**src/rtl/status_ctrl_pkg.sv**
```systemverilog
// Shared types and constants for the status sticky controller.
// Holds the read-sequencing state encoding and the snapshot reset value.
package status_ctrl_pkg;

   localparam int unsigned STATUS_W = 8;

   typedef enum logic [1:0] {
      IDLE  = 2'd0,
      SNAP  = 2'd1,
      HOLD  = 2'd2,
      CLEAR = 2'd3
   } state_t;

   localparam logic [STATUS_W-1:0] RD_DATA_RST = '0;

endpackage

```
**src/rtl/status_sticky_ctrl_capture.sv**
```systemverilog
// Per-bit event detection for the status nets (module status_event_capture).
// STATUS_CTRL_EDGE_EN selects rising-edge events; otherwise events are the raw level.
module status_event_capture #(
   parameter int unsigned NUM_INPUTS = 8
) (
   input  logic                  clock,
   input  logic                  reset,
   input  logic [NUM_INPUTS-1:0] status_in,
   output logic [NUM_INPUTS-1:0] ev
);

`ifdef STATUS_CTRL_EDGE_EN
   logic [NUM_INPUTS-1:0] hist;

   always_ff @(posedge clock) begin
      if (reset) hist <= '0;
      else       hist <= status_in;
   end

   assign ev = status_in & ~hist;
`else
   // Level build keeps no history; clock and reset are intentionally unused.
   logic unused_clk_rst;
   assign unused_clk_rst = clock ^ reset;
   assign ev = status_in;
`endif

endmodule

```
**src/rtl/status_sticky_ctrl.sv**
```systemverilog
// Status capture and firmware read handshake: sticky/transparent bits, snapshot, clear-after-read, irq.
// Optional build macro: STATUS_CTRL_EDGE_EN (sticky bits set on rising edges instead of levels).
module status_sticky_ctrl
   import status_ctrl_pkg::*;
#(
   parameter int unsigned          NUM_INPUTS  = 8,
   parameter logic [STATUS_W-1:0]  STICKY_MASK = 8'h00
) (
   input  logic                  clock,
   input  logic                  reset,
   input  logic [NUM_INPUTS-1:0] status_in,
   input  logic [STATUS_W-1:0]   int_mask,
   input  logic                  rd_req,
   output logic                  rd_ack,
   output logic [STATUS_W-1:0]   rd_data,
   output logic                  irq
);

   localparam logic [STATUS_W-1:0] LIVE_MASK = STATUS_W'((16'h1 << NUM_INPUTS) - 16'h1);
   localparam logic [STATUS_W-1:0] SMASK     = STICKY_MASK & LIVE_MASK;

   state_t                state;
   logic [STATUS_W-1:0]   sticky_q;
   logic [STATUS_W-1:0]   sticky_next;
   logic [STATUS_W-1:0]   snap_val;
   logic [STATUS_W-1:0]   ev_w;
   logic [STATUS_W-1:0]   stat_w;
   logic [NUM_INPUTS-1:0] ev;

   status_event_capture #(
      .NUM_INPUTS (NUM_INPUTS)
   ) u_capture (
      .clock     (clock),
      .reset     (reset),
      .status_in (status_in),
      .ev        (ev)
   );

   always_comb begin
      ev_w   = '0;
      stat_w = '0;
      ev_w[NUM_INPUTS-1:0]   = ev;
      stat_w[NUM_INPUTS-1:0] = status_in;
   end

   // A new event in the clear cycle is OR-ed in after the clear, so it survives.
   always_comb begin
      if (state == CLEAR) sticky_next = (sticky_q & ~(rd_data & SMASK)) | (ev_w & SMASK);
      else                sticky_next = (sticky_q | ev_w) & SMASK;
      snap_val = ((sticky_q | ev_w) & SMASK) | (stat_w & ~SMASK);
   end

   always_ff @(posedge clock) begin
      if (reset) begin
         state    <= IDLE;
         sticky_q <= '0;
         rd_data  <= RD_DATA_RST;
         rd_ack   <= 1'b0;
         irq      <= 1'b0;
      end else begin
         sticky_q <= sticky_next;
         irq      <= |(sticky_q & int_mask & SMASK);
         case (state)
            IDLE: begin
               if (rd_req) state <= SNAP;
            end
            SNAP: begin
               if (rd_req) begin
                  rd_data <= snap_val;
                  rd_ack  <= 1'b1;
                  state   <= HOLD;
               end else begin
                  state   <= IDLE;
               end
            end
            HOLD: begin
               if (!rd_req) begin
                  rd_ack <= 1'b0;
                  state  <= CLEAR;
               end
            end
            CLEAR: begin
               state <= IDLE;
            end
            default: state <= IDLE;
         endcase
      end
   end

endmodule

```
**config.mk**
```make
export PLATFORM = sky130hd
export DESIGN_NAME = status_sticky_ctrl
export DESIGN_NICKNAME = d
export VERILOG_FILES = /design/src/rtl/status_ctrl_pkg.sv /design/src/rtl/status_sticky_ctrl_capture.sv /design/src/rtl/status_sticky_ctrl.sv
export SDC_FILE = /design/constraint.sdc
export NUM_CORES = 1
export LEC_CHECK = 0
export CAP_MARGIN = 30
export CORE_MARGIN = 8
export CORE_UTILIZATION = 28
export CTS_CLUSTER_SIZE = 10
export DETAILED_ROUTE_END_ITERATION = 12
export SYNTH_ARGS = -nofsm -noshare
export SYNTH_HDL_FRONTEND = slang
export SYNTH_SLANG_ARGS = --single-unit
export TNS_END_PERCENT = 5
```
**constraint.sdc**
```tcl
create_clock -name clock -period 1.3 [get_ports clock]
set_clock_uncertainty 0.15 [all_clocks]
set_input_delay 0.26 -clock clock [delete_from_list [all_inputs] [get_ports clock]]
set_output_delay 0.26 -clock clock [all_outputs]
set_load 0.02 [all_outputs]
```
# Yosys cells after proc, flatten, opt, wreduce, memory -nomap -nowiden
# Index checks and enable logic that the tools add are counted.
# W data, S select, Z words.
[word_totals] input_bits=19 reg_bits=11 wordCells=21
[op_classes] eq_ne=6 n_reduce_logical=5 muxes=7
[ops] op="$pmux W2 S4" count=1
[ops] op="$mux W2" count=3
[ops] op="$ne A2 B2 Y1 const B" count=3
[ops] op="$eq A2 B2 Y1 const B" count=2
[ops] op="$reduce_and A2 Y1" count=2
[ops] op="$reduce_and A3 Y1" count=1
[ops] op="$eq A2 B1 Y1 const B" count=1
[ops] op="$logic_not A2 Y1" count=1
[ops] op="$mux W1" count=2
[ops] op="$pmux W1 S2" count=1
[ops] op="$reduce_bool A2 Y1" count=1

# Logic depth before layout (Yosys ltp)
# Gate-level depths: netlist of run 1.
[logic_depth] word_depth=3 mapped_depth=3

# Worst setup path after synthesis of run 1
# OpenSTA, ideal clock, no wires.
[synth_path] path_type="register -> register" start="register (tool-made name)" end="register (tool-made name)" setup_time_ps=115 stages_incl_launch_ff=4 path_buffers=1 period_less_slack_ps=1091 arrival_ps=827 required_ps=1035 slack_ps=209 cell_sequence="dfxtp_1 -> and3b_1 -> buf_6 -> o21ba_1"

# Final worst setup path of run 1
[layout_path] start="input rd_req" end="register rd_data[0]"
[layout_between] elab_chain_len=1
[layout_lines] element="start: declaration" line="status_sticky_ctrl.sv:13" text="input logic rd_req,"
[layout_lines] element="$reduce_and A2 Y1 (no source line)"
[layout_lines] element="end signal: assignment" line="status_sticky_ctrl.sv:69" text="rd_data <= snap_val;"
[layout_lines] element="end: declaration" line="status_sticky_ctrl.sv:15" text="output logic [STATUS_W-1:0] rd_data,"
# Every way passes these cells.
# A chain may end at the register's enable or synchronous reset.

==> run_results.csv, run 1 <==
group,metric,value,unit
timing,period_share,94.8,%
cts,path_clk_slew,0.07,ns
place,hpwl,847,µm
setup_path,cp-start-kind,"primary input",
routing,drt-initial-drc-count,2,
layout,syn2layout_area_growth,45.8,%
routing,drc,0,
synth,syn-instance-count,49,
layout,final_cells,91,
routing,ant_nets,0,
grt,grtUsageMet2,12.4,%
timing,finalHoldViolCount,0,
place,port_buffers,19,
setup_path,cp_data_arrival_time,1.28,ns
timing,final-setup-viol-count,0,
setup_path,crit_type,"primary input to flop",
floorplanning,start_util,29.1,%
floorplanning,rows,15,
setup_path,cpPeakStageDelay,0.47,ns
timing,hold_ws,0.321,ns
floorplanning,num_io_pins,29,
floorplanning,dieHeight,57.9,µm
setup_path,required,1.35,ns
worst_hold_path,min-delay-start,"rd_data[1]$_SDFFE_PP0P_",
synth,synthesis.area,492,µm²
routing,first_pass_iters,2,
grt,grt_max_degree,13,
floorplanning,core-area,0.00169,mm²
layout,final_common_cell,"nand2b_1",
power,powerDensity,1050,mW/mm²
setup_path,crit_start,"rd_req",
timing,layout_min_cycle_time,1.23,ns
synth,syn_nets,68,
cts,cts-buffers-inserted,3,
grt,use_met1,7.10,%
timing,slew_viol_final,0,
layout,final_area,717,µm²
cts,cts_sinks,11,
power,ir_drop,0.604,mV
floorplanning,die-area,0.00335,mm²
outcome,outcome,"finished clean",
setup_path,crit_family,"buffers and inverters",
synth,syn_avg_cell_area,10.0,µm²
setup_path,worstPathMaxFanout,8,
setup_path,crit_buf_inv,2,
grt,grt_overflow_total,0,
place,placed_cell_area,734,µm²
timing,fmax,811,MHz
place,dp_cells,87,
worst_hold_path,worst_hold_path_type,"flop to flop",
grt,grtUsageTotal,7.41,%
grt,grt_pass1_vias,466,
setup_path,cp_cell_sequence,"clkdlybuf4s50_1 -> and3b_2 -> buf_12 -> mux2i_1",
floorplanning,die_x,57.9,µm
layout,final_layout_size_suffix_gt1_share,25.7,%
cts,cts.root.buffer_cell,"clkbuf_4",
grt,antenna_found_initial,0,
cts,htreeDepth,1,
cts,cts_tree,"built",
power,total_leakage_power,0.309,nW
layout,mostFrequentLayoutCells,"nand2b_1, dfxtp_1, clkdlybuf4s50_1",
setup_path,cp_slowest_cell,"clkdlybuf4s50_1",
layout,fill_cells,178,
synth,synth.distinct_cells,16,
routing,wl_per_cell,11.8,µm
synth,ys_seq_elements,11,
cts,clockBufferDepth,2,
grt,grt-busiest-layer,"met2",
job,maxCapViolCount,0,
cts,insertion_delay,0.27,ns
layout,layout.nets,94,
synth,yosysSeqAreaShare,44.8,%
synth,ys_warn_count,0,
grt,met3_usage,5.30,%
setup_path,endpoint_kind,"flop",
routing,viasPerCell,4.44,
routing,num_vias,404,
grt,grt_pass1_wl,1920,µm
timing,rsz0062_at_grt,"no",
place,place_congestion,0.758,
layout,diodes,0,
routing,routed_wl,1070,µm
-- worst register-to-register path, stage by stage (launching register included) --
cell and delay [ns]:
dfxtp_1 0.38, and3b_2 0.25, buf_12 0.15, o21ba_1 0.17
-- synth_stat cells (all sizes together) --
cell | number | area (µm²)
o22ai | 1 | 6.26
nor3 | 1 | 5.00
a21oi | 1 | 5.00
o21ba | 1 | 10.0
conb | 1 | 3.75
buf | 2 | 18.8
dfxtp | 11 | 220
nor2b | 1 | 6.26
and3b | 1 | 8.76
o21ai | 1 | 5.00
or2 | 1 | 6.26
mux2i | 8 | 80.1
clkbuf | 2 | 7.51
nand2b | 16 | 100
xnor2 | 1 | 8.76
-- what timing repair did --
action                     in CTS  in global routing
setup buffers                   0                  0
gates resized for setup        32                  5
setup endpoints to repair       9                 10
pin swaps                       0                  0
hold buffers                    0                  0
-- stage by stage --
step | setup TNS (ns) | total power, W | util, % | setup slack [ns]
after floorplan | 0 | 0.000448 | - | 0.209
after global placement | -2.27 | 0.000530 | 43.5 | -0.233
after detailed placement | -2.30 | 0.000533 | 43.5 | -0.234
after CTS | 0 | 0.000772 | 43.9 | 0.00771
after global routing | 0 | 0.000799 | 42.4 | 0.0131
final | 0 | 0.000750 | 42.4 | 0.0670
-- where the power goes --
group	switching, W	leakage [nW]	internal (W)
Sequential	0.0000115	0.0896	0.000355
Combinational	0.0000592	0.205	0.0000840
Clock	0.000121	0.0150	0.000119
Total	0.000192	0.309	0.000558
-- state kept, by name, summed over array words and instances (netlist names), named ones only --
register and flops:
rd_data 8, rd_ack 1, state 1
-- metal layers --
layer,up-vias,part of all wire [%]
li1,206,-
met1,181,45
met2,17,44
met3,0,11
met4,0,0
met5,-,0
-- final timing paths --
kind / to / slack, ns / depth (start not counted)
worst min register to register: rd_data[1]$_SDFFE_PP0P_ / 0.32 / 2
worst max register to register: flop / 0.10 / 3
worst max-delay path: rd_data[0]$_SDFFE_PP0P_ / 0.07 / 4
worst min-delay path: rd_data[1]$_SDFFE_PP0P_ / 0.32 / 2
-- cells by family (layout without fill, tap and decap cells) --
kind of cell / count (synthesis) / count (layout) / synth area share, %
multiplexers: 8 / 8 / 16.3
buffers and inverters: 4 / 29 / 5.34
XOR/XNOR: 1 / 1 / 1.78
AO/OA/AOI/OAI: 4 / 4 / 5.34
AND/OR/NAND/NOR: 20 / 20 / 25.7
other: 1 / 1 / 0.763
flip-flops: 11 / 11 / 44.8
-- area by class of cell --
cell class              instances  area (µm²)  share of cell area, %
clock buffers                   4        26.3                   3.66
multi-input cells              34         246                   34.4
flip-flops and latches         11         220                   30.7
well taps                      17        21.3                   2.97
repair buffers                 25         203                   28.3
No activity file was read; power rests on OpenSTA's default activity.
==> run 2: changes to the inputs <==
- SLEW_MARGIN: not set -> 10
==> results of run 2 <==
The final DEF is identical to that of run 1; final timing and power are the same.
==> run 3: changes to the inputs <==
- CORE_UTILIZATION: 28 -> 35
- PLACE_DENSITY: not set -> 0.75
==> run_results.csv, run 3 (synthesized netlist as in run 1, its figures left out) <==
group,metric,value,unit
layout,mostFrequentLayoutCells,"nand2b_1, dfxtp_1, clkdlybuf4s50_1",
place,dp_cells,86,
cts,htreeDepth,1,
routing,ant_nets,0,
power,total_leakage_power,0.313,nW
floorplanning,num_io_pins,29,
grt,grt_pass1_vias,406,
routing,routed_wl,990,µm
routing,wl_per_cell,11.0,µm
timing,rsz0062_at_grt,"no",
layout,final_area,712,µm²
worst_hold_path,worst_hold_path_type,"flop to flop",
routing,viasPerCell,4.57,
power,powerDensity,1040,mW/mm²
outcome,outcome,"finished clean",
power,ir_drop,0.611,mV
setup_path,crit_type,"primary input to flop",
timing,fin_tns_setup,0,ns
floorplanning,dieHeight,53.5,µm
place,placed_cell_area,727,µm²
grt,antenna_found_initial,0,
routing,drt-initial-drc-count,3,
layout,final_util,54.7,%
layout,final_cells,90,
floorplanning,rows,13,
timing,fmax,816,MHz
routing,first_pass_iters,3,
layout,regMostFlops,"rd_data",
routing,num_vias,411,
layout,syn2layout_area_growth,44.8,%
timing,layout_min_cycle_time,1.23,ns
layout,layout.nets,95,
power,combPwrFrac,19.1,%
cts,hold_buffers,0,
grt,grtUsageTotal,7.82,%
setup_path,required,1.35,ns
place,dp_slack,-0.191,ns
grt,grt_pass1_wl,1700,µm
cts,cts_sinks,11,
layout,diodes,0,
timing,setup_slack,0.0741,ns
cts,cts_tree,"built",
grt,grt_overflow_total,0,
power,pwr-share-seq,49.6,%
layout,final_common_cell,"nand2b_1",
setup_path,endpoint_kind,"flop",
job,maxCapViolCount,0,
routing,drc,0,
timing,final-setup-viol-count,0,
cts,cts-buffers-inserted,3,
power,p_sw,0.000182,W
floorplanning,die-area,0.00286,mm²
power,pwr-share-clk,31.3,%
power,p_sw_share,24.7,%
setup_path,cp-start-kind,"primary input",
layout,largest_reg_flops,8,
cts,path_clk_slew,0.07,ns
place,place_congestion,0.659,
floorplanning,core-area,0.00130,mm²
layout,top_regs,"rd_data (8), rd_ack (1), state (1)",
timing,finalHoldViolCount,0,
floorplanning,start_util,37.8,%
setup_path,worstPathMaxFanout,4,
place,port_buffers,19,
timing,period_share,94.3,%
floorplanning,die_x,53.5,µm
cts,cts.root.buffer_cell,"clkbuf_4",
layout,final_layout_size_suffix_gt1_share,25.3,%
cts,clockBufferDepth,2,
grt,grt_max_degree,15,
setup_path,cp_data_arrival_time,1.27,ns
place,hpwl,770,µm
timing,slew_viol_final,0,
cts,postCtsSetupBuffers,0,
cts,insertion_delay,0.26,ns
power,p_int,0.000556,W
-- run 3: power groups by stage --
stage / combinational [W] / clock, W / sequential (W)
global placement: 0.000152 / 0 / 0.000373
detailed placement: 0.000153 / 0 / 0.000375
CTS: 0.000150 / 0.000241 / 0.000367
floorplan: 0.0000575 / 0 / 0.000391
global route: 0.000152 / 0.000261 / 0.000369
finish: 0.000141 / 0.000231 / 0.000366
-- run 3: path summary, 6_finish.rpt --
kind              depth (start not counted)  slack (ns)                    start                      end
setup / recovery                          4        0.07                   rd_req  rd_data[4]$_SDFFE_PP0P_
hold reg to reg                           2        0.32  rd_data[2]$_SDFFE_PP0P_  rd_data[2]$_SDFFE_PP0P_
setup reg to reg                          3        0.15    state[0]$_SDFFE_PP0P_  rd_data[4]$_SDFFE_PP0P_
hold / removal                            2        0.32  rd_data[2]$_SDFFE_PP0P_  rd_data[2]$_SDFFE_PP0P_
-- run 3: metrics by stage --
step | total power, W | hold WS [ns]
2_1_floorplan | 0.000448 | 0.265
3_3_place_gp | 0.000525 | 0.308
3_5_place_dp | 0.000528 | 0.311
4_1_cts | 0.000758 | 0.330
5_1_grt | 0.000782 | 0.348
6_report | 0.000738 | 0.320
-- run 3: worst max-delay path, stage by stage --
cell	delay, ns
clkdlybuf4s50_1	0.47
and3b_1	0.21
buf_4	0.16
mux2i_1	0.17
-- run 3: repair_timing --
action,in CTS,in global routing
endpoints found under the setup margin,9,10
pin swaps,0,0
gates resized for setup,27,10
-- run 3: per-layer routing --
| metal | GRT usage, % | up-vias | routed length, µm |
|---|---|---|---|
| met5 | 0 | - | 0 |
| met4 | 2.52 | 0 | 0 |
| met3 | 4.48 | 0 | 78 |
| met2 | 11.1 | 16 | 410 |
| met1 | 9.61 | 186 | 501 |
| li1 | - | 209 | - |
-- run 3: cell type report --
type                    count  area (µm²)
clock buffers               4        26.3
flip-flops and latches     11         220
well taps                  15        18.8
fillers                   135         589
multi-input cells          34         245
repair buffers             26         201
